## src/rtl/apb_pkg.sv

```systemverilog
// Shared definitions for the N-slave APB4 bridge: FSM encoding, PPROT bits, default widths.
// The optional transfer timeout is enabled by defining APB_TIMEOUT_EN.
package apb_pkg;

  localparam int APB_ADDR_W  = 32;
  localparam int APB_DATA_W  = 32;
  localparam int APB_NUM_SLV = 4;
  localparam int APB_SEL_W   = 2;
`ifdef APB_TIMEOUT_EN
  localparam int APB_TIMEOUT_CYC = 16;
`endif

  localparam logic [2:0] PPROT_PRIV  = 3'b001;
  localparam logic [2:0] PPROT_NSEC  = 3'b010;
  localparam logic [2:0] PPROT_INSTR = 3'b100;
  localparam logic [2:0] PPROT_MASK  = PPROT_PRIV | PPROT_NSEC | PPROT_INSTR;

  typedef enum logic [1:0] {
    ST_IDLE   = 2'd0,
    ST_SETUP  = 2'd1,
    ST_ACCESS = 2'd2,
    ST_DERR   = 2'd3
  } apb_state_e;

endpackage

```

## src/rtl/apb_addr_decoder.sv

```systemverilog
// Combinational slave decoder: decode field -> one-hot select, plus error when the
// field addresses a slave that does not exist.
module apb_addr_decoder
  import apb_pkg::*;
#(
  parameter int NUM_SLV = APB_NUM_SLV,
  parameter int SEL_W   = APB_SEL_W
) (
  input  logic [SEL_W-1:0]   i_idx,
  output logic [NUM_SLV-1:0] o_sel,
  output logic               o_decode_err
);

  // NOTE: every combinational output gets a default before the loop so no latch is inferred.
  always_comb begin
    o_sel = '0;
    for (int i = 0; i < NUM_SLV; i++) begin
      if (i_idx == SEL_W'(i)) o_sel[i] = 1'b1;
    end
    o_decode_err = ~|o_sel;
  end

endmodule

```

## src/rtl/apb_bridge_nslv.sv

```systemverilog
// APB4 master bridge from a valid/ready request port to NUM_SLV slaves on a shared bus.
// Define APB_TIMEOUT_EN to abort ACCESS phases that exceed TIMEOUT_CYC cycles.
module apb_bridge_nslv
  import apb_pkg::*;
#(
  parameter int ADDR_W  = APB_ADDR_W,
  parameter int DATA_W  = APB_DATA_W,
  parameter int NUM_SLV = APB_NUM_SLV,
  parameter int SEL_W   = APB_SEL_W
`ifdef APB_TIMEOUT_EN
  ,
  parameter int TIMEOUT_CYC = APB_TIMEOUT_CYC
`endif
) (
  input  logic                      PCLK,
  input  logic                      PRESETn,
  input  logic                      req_valid,
  output logic                      req_ready,
  input  logic                      req_write,
  input  logic [ADDR_W-1:0]         req_addr,
  input  logic [DATA_W-1:0]         req_wdata,
  input  logic [DATA_W/8-1:0]       req_strb,
  input  logic [2:0]                req_prot,
  output logic                      rsp_valid,
  output logic [DATA_W-1:0]         rsp_rdata,
  output logic                      rsp_err,
  output logic [NUM_SLV-1:0]        PSEL,
  output logic                      PENABLE,
  output logic                      PWRITE,
  output logic [ADDR_W-1:0]         PADDR,
  output logic [DATA_W-1:0]         PWDATA,
  output logic [DATA_W/8-1:0]       PSTRB,
  output logic [2:0]                PPROT,
  input  logic [NUM_SLV-1:0]        PREADY,
  input  logic [NUM_SLV-1:0]        PSLVERR,
  input  logic [NUM_SLV*DATA_W-1:0] PRDATA
);

  apb_state_e            r_state;
  logic                  r_ready;
  logic                  r_rsp_valid;
  logic [DATA_W-1:0]     r_rsp_rdata;
  logic                  r_rsp_err;
  logic [NUM_SLV-1:0]    r_psel;
  logic                  r_penable;
  logic                  r_pwrite;
  logic [ADDR_W-1:0]     r_paddr;
  logic [DATA_W-1:0]     r_pwdata;
  logic [DATA_W/8-1:0]   r_pstrb;
  logic [2:0]            r_pprot;
`ifdef APB_TIMEOUT_EN
  logic [7:0]            r_wait_cnt;
`endif

  logic [NUM_SLV-1:0]    w_sel;
  logic                  w_dec_err;
  logic                  w_pready;
  logic                  w_pslverr;
  logic [DATA_W-1:0]     w_prdata;

  apb_addr_decoder #(
    .NUM_SLV (NUM_SLV),
    .SEL_W   (SEL_W)
  ) u_dec (
    .i_idx        (req_addr[ADDR_W-1 -: SEL_W]),
    .o_sel        (w_sel),
    .o_decode_err (w_dec_err)
  );

  // The registered one-hot select masks the return path, so idle slaves are ignored.
  assign w_pready  = |(PREADY  & r_psel);
  assign w_pslverr = |(PSLVERR & r_psel);

  always_comb begin
    w_prdata = '0;
    for (int i = 0; i < NUM_SLV; i++) begin
      if (r_psel[i]) w_prdata = w_prdata | PRDATA[i*DATA_W +: DATA_W];
    end
  end

  // NOTE: state and outputs use non-blocking assignments so every register samples pre-edge values.
  always_ff @(posedge PCLK) begin
    if (!PRESETn) begin
      r_state     <= ST_IDLE;
      r_ready     <= 1'b1;
      r_rsp_valid <= 1'b0;
      r_rsp_rdata <= '0;
      r_rsp_err   <= 1'b0;
      r_psel      <= '0;
      r_penable   <= 1'b0;
      r_pwrite    <= 1'b0;
      r_paddr     <= '0;
      r_pwdata    <= '0;
      r_pstrb     <= '0;
      r_pprot     <= '0;
`ifdef APB_TIMEOUT_EN
      r_wait_cnt  <= '0;
`endif
    end else begin
      r_rsp_valid <= 1'b0;
      case (r_state)
        ST_IDLE: begin
          if (req_valid && r_ready) begin
            r_ready  <= 1'b0;
            r_pwrite <= req_write;
            r_paddr  <= req_addr;
            r_pwdata <= req_wdata;
            r_pstrb  <= req_write ? req_strb : '0;
            r_pprot  <= req_prot & PPROT_MASK;
            if (w_dec_err) begin
              r_state <= ST_DERR;
            end else begin
              r_psel  <= w_sel;
              r_state <= ST_SETUP;
            end
          end
        end
        ST_SETUP: begin
          r_penable  <= 1'b1;
`ifdef APB_TIMEOUT_EN
          r_wait_cnt <= '0;
`endif
          r_state    <= ST_ACCESS;
        end
        ST_ACCESS: begin
          if (w_pready) begin
            r_psel      <= '0;
            r_penable   <= 1'b0;
            r_rsp_valid <= 1'b1;
            r_rsp_err   <= w_pslverr;
            // Read data is only returned for clean reads.
            r_rsp_rdata <= (!r_pwrite && !w_pslverr) ? w_prdata : '0;
            r_ready     <= 1'b1;
            r_state     <= ST_IDLE;
          end
`ifdef APB_TIMEOUT_EN
          else if (r_wait_cnt == 8'(TIMEOUT_CYC - 1)) begin
            r_psel      <= '0;
            r_penable   <= 1'b0;
            r_rsp_valid <= 1'b1;
            r_rsp_err   <= 1'b1;
            r_rsp_rdata <= '0;
            r_ready     <= 1'b1;
            r_state     <= ST_IDLE;
          end else begin
            r_wait_cnt <= r_wait_cnt + 8'd1;
          end
`endif
        end
        ST_DERR: begin
          r_rsp_valid <= 1'b1;
          r_rsp_err   <= 1'b1;
          r_rsp_rdata <= '0;
          r_ready     <= 1'b1;
          r_state     <= ST_IDLE;
        end
        default: r_state <= ST_IDLE;
      endcase
    end
  end

  assign req_ready = r_ready;
  assign rsp_valid = r_rsp_valid;
  assign rsp_rdata = r_rsp_rdata;
  assign rsp_err   = r_rsp_err;
  assign PSEL      = r_psel;
  assign PENABLE   = r_penable;
  assign PWRITE    = r_pwrite;
  assign PADDR     = r_paddr;
  assign PWDATA    = r_pwdata;
  assign PSTRB     = r_pstrb;
  assign PPROT     = r_pprot;

endmodule

```

## config.mk

```make
export PLATFORM = sky130hd
export DESIGN_NAME = apb_bridge_nslv
export DESIGN_NICKNAME = d
export VERILOG_FILES = /design/src/rtl/apb_pkg.sv /design/src/rtl/apb_addr_decoder.sv /design/src/rtl/apb_bridge_nslv.sv
export SDC_FILE = /design/constraint.sdc
export NUM_CORES = 1
export LEC_CHECK = 0
export ABC_CLOCK_PERIOD_IN_PS = 2100
export BUFFER_PORTS_ARGS = -buffer_cell sky130_fd_sc_hd__clkbuf_2
export CAP_MARGIN = 20
export CORE_ASPECT_RATIO = 0.8
export CORE_MARGIN = 10
export CORE_UTILIZATION = 43
export CTS_BUF_LIST = sky130_fd_sc_hd__clkbuf_8
export DETAILED_ROUTE_END_ITERATION = 10
export GPL_ROUTABILITY_DRIVEN = 0
export GPL_TIMING_DRIVEN = 0
export HOLD_SLACK_MARGIN = 0.12
export PLACE_DENSITY = 0.9
export SKIP_CTS_REPAIR_TIMING = 1
export SLEW_MARGIN = 10
export SYNTH_ARGS = -nofsm -noshare
export SYNTH_HDL_FRONTEND = slang
export SYNTH_SLANG_ARGS = --single-unit
```

## constraint.sdc

```tcl
create_clock -name PCLK -period 2.1 [get_ports PCLK]
set_clock_uncertainty 0.05 [all_clocks]
set_input_delay 0.21 -clock PCLK [delete_from_list [all_inputs] [get_ports PCLK]]
set_output_delay 0.21 -clock PCLK [all_outputs]
set_load 0.005 [all_outputs]
```

==> run metrics <==
Final Instance Area 0.00831 mm^2; clk buf depth 2; unrepaired setup endpoints after global routing no; CORE AREA 0.0109 mm^2; max-slew violation count 0; Distinct cells, synth 31; vias in the first global route 5356; first-pass GRT wire length 29600 um; # IOs 323; Fmax 0.502 GHz; sequential share of the synthesized area 47.4%; Req. time, crit path 2.37 ns; die height 115 um; routed wire length per instance 21.8 um; synthesized area 0.00482 mm^2; sw power 1.63 mW; Max Cap Viol 0; placed cells 1011; vias per cell 5.60; fillcell total 721; hold path start PRDATA[99]; antenna viol nets, final 0; initial antenna violation count 1; Post-DP Area 0.00661 mm^2; Sink Count 114; Synthesized Nets 757; number of DRC markers in iteration 0 580; Startpoint Class flop; Clock Pin Slew Worst Setup and Hold Paths 0.08 ns; dpl ws 0.233 ns; Worst-Skew Late Latency 0.43 ns; CP endpoint kind flop; largest net degree at the start of global routing 17; H-tree levels 4; via count 6554; Area Overhead vs Synth 72.4%; critical path class reg -> reg; nets@finish 1223; Gate Count Post-Synth 546; first drt pass iteration count 5; worst hold-check path type in -> reg; total power 5.86 mW; endpoints failing setup 0; outcome finished, final reports clean; Yosys warnings 0; die area 0.0159 mm^2; Seq cells post-synth 114; Worst Tran Pin Value 0.715 ns; # DRC 0; Max IR drop VDD 0.558 mV; PD cells 706 mW/mm^2; Slew Limit Headroom 52.4%; P_int 4.23 mW; Initial Util 44.1%; Worst Path Max Fanout 10; worst path arrival time 2.27 ns; Die X-Extent 138 um; final hold violations 0; multi-input logic area 0.00226 mm^2; Final Cycle Share 94.8%; global route overflow 0; Logic pwr share 20.9%; Sw Share 27.8%; CTS root buffer clkbuf_8; Critical R2R Launch PSEL[0]$_SDFFE_PN0P_; Pleak 3.79 nW; final worst slack 0.109 ns; # rows 34; CTS tree done; Avg Inst Size Synth 8.82 um^2; CTS Buf Count 17; detailed-placement wirelength estimate 15900 um; layout cells sized above 1 39.6%; Overall Global Routing Usage 23.2%; Tmin final 1.99 ns; TNS Setup 0 ns; port buffer count 321; FF/Latch Area 0.00228 mm^2; clock network fraction of total power 38.7%; Post-Layout Cell Count 1170; final wirelength 25500 um; Critical Path Start PSEL[0]$_SDFFE_PN0P_; Reg power frac 40.4%
[registers in the layout, indices dropped and copies added, names as in the netlist]
signal / flops
PSTRB: 4
rsp_valid: 1
PENABLE: 1
rsp_rdata: 32
req_ready: 1
PWRITE: 1
r_state: 2
PWDATA: 32
PSEL: 4
PADDR: 32
rsp_err: 1
PPROT: 3
[stage by stage]
step,hold slack (ns),util [%]
finish,0.0873,76.0
global route,0.120,76.0
CTS,-0.0741,64.4
detailed placement,0.388,60.4
global placement,0.383,60.4
floorplan,0.248,-
[kinds of logic after synthesis]
logic type | count (synthesis) | synth area share [%]
AOI/OAI and AO/OA | 186 | 30.7
buffers and inverters | 58 | 5.76
and+or+nand+nor | 188 | 16.2
DFF | 114 | 47.4
[layer usage]
metal	GRT usage (%)	vias up	part of all wire, %
li1	-	2913	-
met1	25.1	2977	32
met2	41.0	523	51
met3	8.50	141	11
met4	8.84	0	5.7
met5	0	-	0
[Yosys cell counts]
library cell | number | share of area, %
nor3_1 | 1 | 0.10
clkbuf_1 | 28 | 2.2
inv_1 | 4 | 0.31
buf_1 | 4 | 0.31
a22o_1 | 35 | 6.4
nand2_1 | 145 | 11
nand3_1 | 35 | 3.6
nand4b_2 | 1 | 0.31
buf_4 | 3 | 0.47
a2bb2oi_1 | 1 | 0.18
and4bb_2 | 1 | 0.26
o2bb2ai_1 | 1 | 0.18
buf_6 | 4 | 0.93
a21o_1 | 1 | 0.16
a222oi_1 | 1 | 0.21
nand4bb_1 | 1 | 0.23
o21ai_0 | 1 | 0.10
nor2_1 | 3 | 0.23
a21oi_1 | 77 | 8.0
a32o_1 | 1 | 0.21
a22oi_1 | 1 | 0.16
o211a_1 | 1 | 0.21
a221oi_1 | 32 | 5.8
buf_2 | 15 | 1.6
nor4_1 | 1 | 0.13
o31ai_2 | 28 | 7.3
dfxtp_1 | 114 | 47
o21bai_1 | 1 | 0.16
o31ai_4 | 3 | 1.3
a21o_2 | 1 | 0.18
o31ai_1 | 1 | 0.16
[power groups by stage]
| stage | Clock [mW] | Sequential, mW | Combinational [mW] |
|---|---|---|---|
| 3_5_place_dp | 0 | 2.41 | 0.974 |
| 2_1_floorplan | 0 | 2.41 | 0.479 |
| 3_3_place_gp | 0 | 2.40 | 0.958 |
| 4_1_cts | 2.28 | 2.36 | 0.978 |
| 6_report | 2.27 | 2.37 | 1.23 |
| 5_1_grt | 2.38 | 2.38 | 1.32 |
[critical path: stages, from the launching register on]
cell and delay [ns]:
dfxtp_1 0.34, buf_2 0.20, a222oi_1 0.50, nand4b_2 0.29, buf_6 0.25, o31ai_2 0.25
[path summary, 6_finish.rpt]
path / endpoint / slack [ns] / cells past startpoint
worst max-delay path: rsp_rdata[17]$_SDFFE_PN0P_ / 0.11 / 5
worst min-delay path: rsp_rdata[3]$_SDFFE_PN0P_ / 0.09 / 3
worst max register to register: rsp_rdata[17]$_SDFFE_PN0P_ / 0.11 / 5
worst min register to register: PADDR[13]$_SDFFE_PN0P_ / 0.40 / 2
[layout make-up]
| cell class | count | share of cell area, % |
|---|---|---|
| sequential | 114 | 27.5 |
| inverter | 4 | 0.181 |
| buffer | 54 | 3.16 |
| timing repair buffer | 447 | 34.5 |
| antenna | 1 | 0.0301 |
| clock inverter | 12 | 1.97 |
| clock buffer | 20 | 3.31 |
| tap | 144 | 2.17 |
| multi-input combinational | 374 | 27.2 |
[layout by cell type (no fill, tap or decap), types with 3 or more instances in the layout]
cell,count
a22o_1,35
buf_4,3
bufinv_16,4
buf_2,15
dfxtp_1,114
inv_1,7
o31ai_2,28
dlygate4sd3_1,126
clkbuf_8,20
o31ai_4,3
nor2_1,3
buf_1,4
a21oi_1,77
clkinvlp_4,3
a221oi_1,32
nand3_1,35
buf_6,4
clkbuf_1,28
clkbuf_2,321
nand2_1,145
No activity file was read; power rests on OpenSTA's default activity.
